===== src/rtl/div4_pkg.sv =====
// Shared constants, state encoding and operand helpers for the 4-bit sequential divider.
package div4_pkg;

    localparam int DIV_W = 4;

    typedef enum logic [1:0] {
        IDLE = 2'd0,
        CALC = 2'd1,
        DONE = 2'd2
    } state_t;

    // Magnitude of a 2's-complement operand; -8 maps to 4'b1000, which the unsigned core handles.
    function automatic logic [DIV_W-1:0] mag(input logic [DIV_W-1:0] v);
        return v[DIV_W-1] ? (~v + 1'b1) : v;
    endfunction

endpackage


===== src/rtl/div_trial_sub.sv =====
// Trial subtraction for one restoring-division step: 5-bit remainder minus 4-bit divisor.
module div_trial_sub
    import div4_pkg::*;
(
    input  logic [DIV_W:0]   rem,
    input  logic [DIV_W-1:0] dvs,
    output logic [DIV_W:0]   diff,
    output logic             borrow
);

    always_comb begin
        {borrow, diff} = {1'b0, rem} - {2'b00, dvs};
    end

endmodule


===== src/rtl/div4_seq.sv =====
// 4-bit restoring divider, one quotient bit per cycle.
// Build option: define DIV4_SEQ_SIGNED_EN for 2's-complement operands (truncating toward zero).
//
// state | meaning
// IDLE  | waiting for start; q/r/div0/oflow hold the last result
// CALC  | four restoring steps, counter 3 down to 0; busy high
// DONE  | one cycle with done high and q/r valid
module div4_seq
    import div4_pkg::*;
(
    input  logic             clk,
    input  logic             rst,
    input  logic             start,
    input  logic [DIV_W-1:0] a,
    input  logic [DIV_W-1:0] b,
    output logic             busy,
    output logic             done,
    output logic [DIV_W-1:0] q,
    output logic [DIV_W-1:0] r,
    output logic             div0,
    output logic             oflow
);

    state_t           state;
    logic [1:0]       cnt;
    logic [DIV_W-1:0] dvd;
    logic [DIV_W-1:0] dvs;
    logic [DIV_W-1:0] rem;

    logic [DIV_W:0]   rem_sh;
    logic [DIV_W:0]   diff;
    logic             borrow;
    logic [DIV_W:0]   rem_nx;
    logic [DIV_W-1:0] dvd_nx;
    logic             unused_rem_msb;

    assign rem_sh = {rem, dvd[DIV_W-1]};

    div_trial_sub u_trial (
        .rem    (rem_sh),
        .dvs    (dvs),
        .diff   (diff),
        .borrow (borrow)
    );

    assign rem_nx = borrow ? rem_sh : diff;
    assign dvd_nx = {dvd[DIV_W-2:0], ~borrow};
    // After a step the remainder is always below the divisor, so bit 4 is always clear.
    assign unused_rem_msb = rem_nx[DIV_W];

`ifdef DIV4_SEQ_SIGNED_EN
    logic neg_q;
    logic neg_r;
    logic ovf_pend;
`endif

    always_ff @(posedge clk) begin
        if (rst) begin
            state <= IDLE;
            cnt   <= 2'd0;
            dvd   <= '0;
            dvs   <= '0;
            rem   <= '0;
            busy  <= 1'b0;
            done  <= 1'b0;
            q     <= '0;
            r     <= '0;
            div0  <= 1'b0;
            oflow <= 1'b0;
`ifdef DIV4_SEQ_SIGNED_EN
            neg_q    <= 1'b0;
            neg_r    <= 1'b0;
            ovf_pend <= 1'b0;
`endif
        end else begin
            case (state)
                IDLE: begin
                    done <= 1'b0;
                    if (start) begin
                        if (b == '0) begin
                            state <= DONE;
                            done  <= 1'b1;
                            q     <= '1;
                            r     <= a;
                            div0  <= 1'b1;
                            oflow <= 1'b0;
                        end else begin
                            state <= CALC;
                            busy  <= 1'b1;
                            cnt   <= 2'd3;
                            rem   <= '0;
                            div0  <= 1'b0;
                            oflow <= 1'b0;
`ifdef DIV4_SEQ_SIGNED_EN
                            dvd      <= mag(a);
                            dvs      <= mag(b);
                            neg_q    <= a[DIV_W-1] ^ b[DIV_W-1];
                            neg_r    <= a[DIV_W-1];
                            ovf_pend <= (a == 4'h8) && (b == 4'hF);
`else
                            dvd <= a;
                            dvs <= b;
`endif
                        end
                    end
                end
                CALC: begin
                    dvd <= dvd_nx;
                    rem <= rem_nx[DIV_W-1:0];
                    if (cnt == 2'd0) begin
                        state <= DONE;
                        busy  <= 1'b0;
                        done  <= 1'b1;
`ifdef DIV4_SEQ_SIGNED_EN
                        q     <= neg_q ? (~dvd_nx + 1'b1) : dvd_nx;
                        r     <= neg_r ? (~rem_nx[DIV_W-1:0] + 1'b1) : rem_nx[DIV_W-1:0];
                        oflow <= ovf_pend;
`else
                        q     <= dvd_nx;
                        r     <= rem_nx[DIV_W-1:0];
`endif
                    end else begin
                        cnt <= cnt - 2'd1;
                    end
                end
                DONE: begin
                    done  <= 1'b0;
                    state <= IDLE;
                end
                default: begin
                    state <= IDLE;
                    busy  <= 1'b0;
                    done  <= 1'b0;
                end
            endcase
        end
    end

endmodule

===== config.mk =====
export PLATFORM = sky130hd
export DESIGN_NAME = div4_seq
export DESIGN_NICKNAME = d
export VERILOG_FILES = /design/src/rtl/div4_pkg.sv /design/src/rtl/div_trial_sub.sv /design/src/rtl/div4_seq.sv
export SDC_FILE = /design/constraint.sdc
export NUM_CORES = 1
export LEC_CHECK = 0
export BUFFER_PORTS_ARGS = -buffer_cell sky130_fd_sc_hd__buf_2
export CAP_MARGIN = 25
export CORE_MARGIN = 2
export CORE_UTILIZATION = 54
export DETAILED_ROUTE_END_ITERATION = 16
export PLACE_DENSITY_LB_ADDON = 0.25
export SYNTH_ARGS = -nofsm -noshare
export SYNTH_HDL_FRONTEND = slang
export SYNTH_SLANG_ARGS = --single-unit
export TNS_END_PERCENT = 100

===== constraint.sdc =====
create_clock -name clk -period 2.3 [get_ports clk]
set_input_delay 0.23 -clock clk [delete_from_list [all_inputs] [get_ports clk]]
set_output_delay 0.23 -clock clk [all_outputs]
set_load 0.03 [all_outputs]

# Word-level counts from Yosys, hierarchy flattened
# Index checks and enable logic that the tools add are counted.
[word_totals]
register_bits = 27
inputBits = 11
out_inout_bits = 12
elab_cells = 64
[op_classes]
n_addsub = 2
n_eq_ne = 7
n_mux = 31
bitwise = 3
reduce_logical = 11
[ops]
columns = ["op", "n"]
rows = [
  ["$mux W4", 11],
  ["$pmux W4 S2", 4],
  ["$mux W2", 6],
  ["$reduce_and A4 Y1", 3],
  ["$ne A2 B2 Y1 const B", 5],
  ["$pmux W2 S2", 2],
  ["$mux W1", 6],
  ["$reduce_and A3 Y1", 2],
  ["$sub A5 B4 Y6", 1],
  ["$logic_not A2 Y1", 2],
  ["$logic_not A4 Y1", 1],
  ["$reduce_and A2 Y1", 2],
  ["$not A1 Y1", 3],
  ["$pmux W1 S3", 1],
  ["$eq A2 B1 Y1 const B", 1],
  ["$eq A2 B2 Y1 const B", 1],
  ["$pmux W1 S2", 1],
  ["$reduce_bool A2 Y1", 1],
  ["$sub A2 B1 Y2 const B", 1],
]

# Depth between registers and ports, before layout
[depth]
depth_word = 4
mapped_depth = 8
mapped_depth_nobuf = 8

# Cells and area by module
# A second synthesis with hierarchy kept.
[hier_totals]
cells_unflattened = 156
area_unflattened_um2 = 1376.3
[modules_own_cells]
columns = ["mod", "instances", "cells_per_inst", "area_each_um2", "seq_area_each_um2"]
rows = [
  ["div4_seq", 1, 133, 1199.9, 540.5],
  ["div_trial_sub", 1, 23, 176.4, 0.0],
]

# Least setup slack after synthesis
# Ideal clock, no wire load.
[synth_timing]
path_kind = "flip-flop to flip-flop"
startpoint = "register dvs[1]"
endpoint = "register r[3]"
setup_ns = 0.138
arrival_ns = 1.647
t_required_ns = 2.162
slack_ns = 0.514
path_stages_with_launch = 8
n_path_buf = 0
period_less_slack_ns = 1.786
cell_sequence = "dfxtp_1 > inv_1 > ha_1 > nor2b_2 > o21a_1 > or4_1 > o2111ai_1 > a311oi_1"
[synth_between]
elab_chain_len = 4
[synth_rtl]
columns = ["item", "line", "source"]
rows = [
  ["start, declared", "div4_seq.sv:27", "logic [DIV_W-1:0] dvs;"],
  ["start signal, assigned", "div4_seq.sv:62", "dvs <= '0;"],
  ["start signal, assigned", "div4_seq.sv:102", "dvs <= b;"],
  ["$sub A5 B4 Y6", "div_trial_sub.sv:12", "{borrow, diff} = {1'b0, rem} - {2'b00, dvs};"],
  ["$mux W4", "div4_seq.sv:46", "assign rem_nx = borrow ? rem_sh : diff;"],
  ["$mux W4", "div4_seq.sv:110", "if (cnt == 2'd0) begin"],
  ["$pmux W4 S2", "div4_seq.sv:76", "case (state)"],
  ["end signal, assigned", "div4_seq.sv:120", "r <= rem_nx[DIV_W-1:0];"],
  ["end, declared", "div4_seq.sv:19", "output logic [DIV_W-1:0] r,"],
]
# No other way between the ends. The select of a mux whose other input is x is not followed.
# A chain may end at the register's enable or synchronous reset.

# Worst setup path after layout
[layout_timing]
startpoint = "register dvs[1]"
endpoint = "register r[2]"
# Same word-level chain as after synthesis.

==> impl_metrics.json <==
{
  "first_global_vias": 1063,
  "initial_utilization_pct": 56.0,
  "syn_avg_cell_area_um2": 8.93,
  "die_area_um2": 2910,
  "clock_power_share_pct": 19.6,
  "grt_max_degree": 28,
  "synth_area_leaders": "dfxtp_1 (40%), nand2_1 (6.1%), nor2_1 (5.3%)",
  "fillers": 212,
  "status": "finished, final reports clean",
  "cap_violations": 0,
  "grt_pass1_wl_mm": 4.37,
  "dp_hpwl_mm": 2.00,
  "p_sw_w": 0.000376,
  "synth-xor-area-share_pct": 0.649,
  "syn_nets": 168,
  "cts_max_path_buffers": 2,
  "critPathRequiredTime_ns": 2.56,
  "synth_area_leader_cell": "dfxtp_1",
  "post_cts_buffers": 0,
  "synth_top_family_by_area": "compound AO/OA/AOI/OAI gates",
  "cts_tree": "done",
  "synth_ff_type": "dfxtp_1",
  "fmax_mhz": 518,
  "path_max_fanout": 5,
  "nets": 189,
  "tightest_slew_ns": 0.551,
  "reg2reg_slack_ns": 0.37,
  "pwr-share-seq_pct": 50.3,
  "synthArstFlopShare_pct": 0,
  "synth_warnings": 0,
  "htreeDepth": 1,
  "antenna_found_initial": 0,
  "combPwrFrac_pct": 30.1,
  "grt_overflow": 0,
  "portBuffers": 21,
  "yosys.area_share.simple_pct": 22.3,
  "die_h_um": 54.0,
  "setup.worst_path.class": "reg2reg",
  "synth_compound_area_share_pct": 22.3,
  "synthAdderAreaFrac_pct": 6.12,
  "num_vias": 1154,
  "yosys.cell_types.count": 43,
  "drc": 0,
  "die_w_um": 54.0,
  "ant_nets": 0,
  "sw_frac_of_total_pct": 34.8,
  "period_needed_ns": 1.93,
  "ctsHoldBuffers": 0,
  "avgViaCountPerCell": 5.74,
  "skew_ns": 0.0154,
  "wirelength_mm": 2.65,
  "antenna_cells": 0,
  "syn_area_um2": 1350,
  "hold_viol": 0,
  "routabilityCongestion": 0.956,
  "track_usage_pct": 20.3,
  "timing.final.crit_share_pct": 83.9,
  "hold_class": "in2reg",
  "synth.area.mux_share_pct": 1.48,
  "dp.cells": 197,
  "slew_headroom_pct": 63.3,
  "cp-end-kind": "flip-flop",
  "ios": 23,
  "synth_commonest_cells": "dfxtp_1 (27), nand2_1 (22), nor2_1 (19)",
  "first_iter_violations": 24,
  "arrival_ns": 2.19,
  "core_um2": 2410,
  "cts_resized": 0,
  "clkLatencyLatePin_ns": 0.33,
  "synth_top_area_share_pct": 40.1,
  "intPower_w": 0.000705,
  "synth-edff-count": 0,
  "post_drt_wl_per_cell_um": 13.2,
  "multi_input_area_um2": 716,
  "setup_viol": 0,
  "ir_drop_mv": 0.511,
  "startpoint_type": "flip-flop",
  "slew_violations": 0,
  "synth.most_common_cell": "dfxtp_1",
  "leakage_nw": 0.589,
  "clock-root-buffer": "clkbuf_4",
  "final_cells": 201,
  "fp-row-count": 18,
  "regArea_um2": 541,
  "ys_ff_latch": 27,
  "pwr_density_cell_nw_per_um2": 732,
  "drtPass1Iterations": 5,
  "synth-seq-area-share_pct": 40.1,
  "rsz0062_at_grt": "false",
  "numCtsBuffers": 3,
  "cts.clk_slew.worst_paths_ns": 0.16,
  "tns_ns": 0,
  "synth_cells": 151,
  "syn2layout_area_growth_pct": 9.55,
  "drive_gt1_share_pct": 26.3,
  "clkSinkCount": 27
}
worst paths after layout:
check	start	to	depth (start not counted)
worst max-delay path	dvs[1]	r[2]	7
worst min register to register	dvs[2]	dvs[2]	2
worst min-delay path	b[0]	dvs[0]	3
worst max register to register	dvs[1]	r[2]	7
cell type report:
| class | instances | share of cell area [%] |
|---|---|---|
| clock buffer | 3 | 1.52 |
| sequential | 27 | 36.6 |
| timing repair buffer | 24 | 8.64 |
| inverter | 7 | 1.78 |
| tap | 30 | 2.54 |
| multi-input combinational | 109 | 48.4 |
| clock inverter | 1 | 0.508 |
kinds of logic (layout without fill, tap and decap cells):
family,after synthesis,in the layout
fa+ha+maj,6,6
flops,27,27
buf+inv,15,35
other cells,1,1
simple gates,62,62
compound gates,37,37
xor+xnor,1,1
mux,2,2
cells in the final DEF (no fill, tap or decap), types with 2 or more instances in the layout:
cell type,netlist,final
dfxtp_1,27,27
ha_1,5,5
mux2i_1,2,2
a211oi_1,3,3
nor2_1,19,19
a21oi_1,12,12
nor3_1,3,3
o21ai_0,3,3
nand2_1,22,22
or2_2,2,2
inv_1,7,7
nor2_2,2,2
nor2b_2,2,2
a311oi_1,4,4
a211oi_2,2,2
nand3_1,4,4
a311oi_2,3,3
buf_2,1,21
clkbuf_4,0,3
buf_4,1,3
state kept, by name, indices dropped and copies added (netlist names):
name   flops
done       1
state      2
cnt        2
rem        4
div0       1
dvd        4
r          4
dvs        4
q          4
busy       1
layer usage:
layer	up-vias	global-route usage, %	wire length [um]
met2	33	34.6	1270
li1	572	-	-
met5	-	0	0
met4	0	7.50	31
met1	545	25.9	1220
met3	4	3.06	131
power groups by stage:
stage | registers (W) | logic, W | clock network [W]
5_1_grt | 0.000551 | 0.000359 | 0.000232
3_5_place_dp | 0.000555 | 0.000324 | 0
2_1_floorplan | 0.000586 | 0.000228 | 0
6_report | 0.000544 | 0.000326 | 0.000212
4_1_cts | 0.000545 | 0.000325 | 0.000215
3_3_place_gp | 0.000552 | 0.000313 | 0
stage by stage:
| stage | hold WS, ns | util (%) | total power (W) | instance area [um2] | setup slack (ns) |
|---|---|---|---|---|---|
| after floorplan | 0.366 | - | 0.000814 | 1350 | 0.514 |
| after global routing | 0.162 | 61.3 | 0.00114 | 1480 | 0.273 |
| after detailed placement | 0.452 | 60.1 | 0.000879 | 1450 | 0.382 |
| final | 0.157 | 61.3 | 0.00108 | 1480 | 0.369 |
| after CTS | 0.153 | 61.3 | 0.00108 | 1480 | 0.373 |
| after global placement | 0.446 | 60.1 | 0.000865 | 1450 | 0.460 |
critical path: stages, from the launching register on:
cell,delay [ns]
dfxtp_1,0.36
inv_1,0.07
ha_1,0.29
nor2b_2,0.18
o31ai_4,0.27
a21oi_1,0.11
or3_1,0.36
a311oi_2,0.23
No activity file was read; power rests on OpenSTA's default activity.
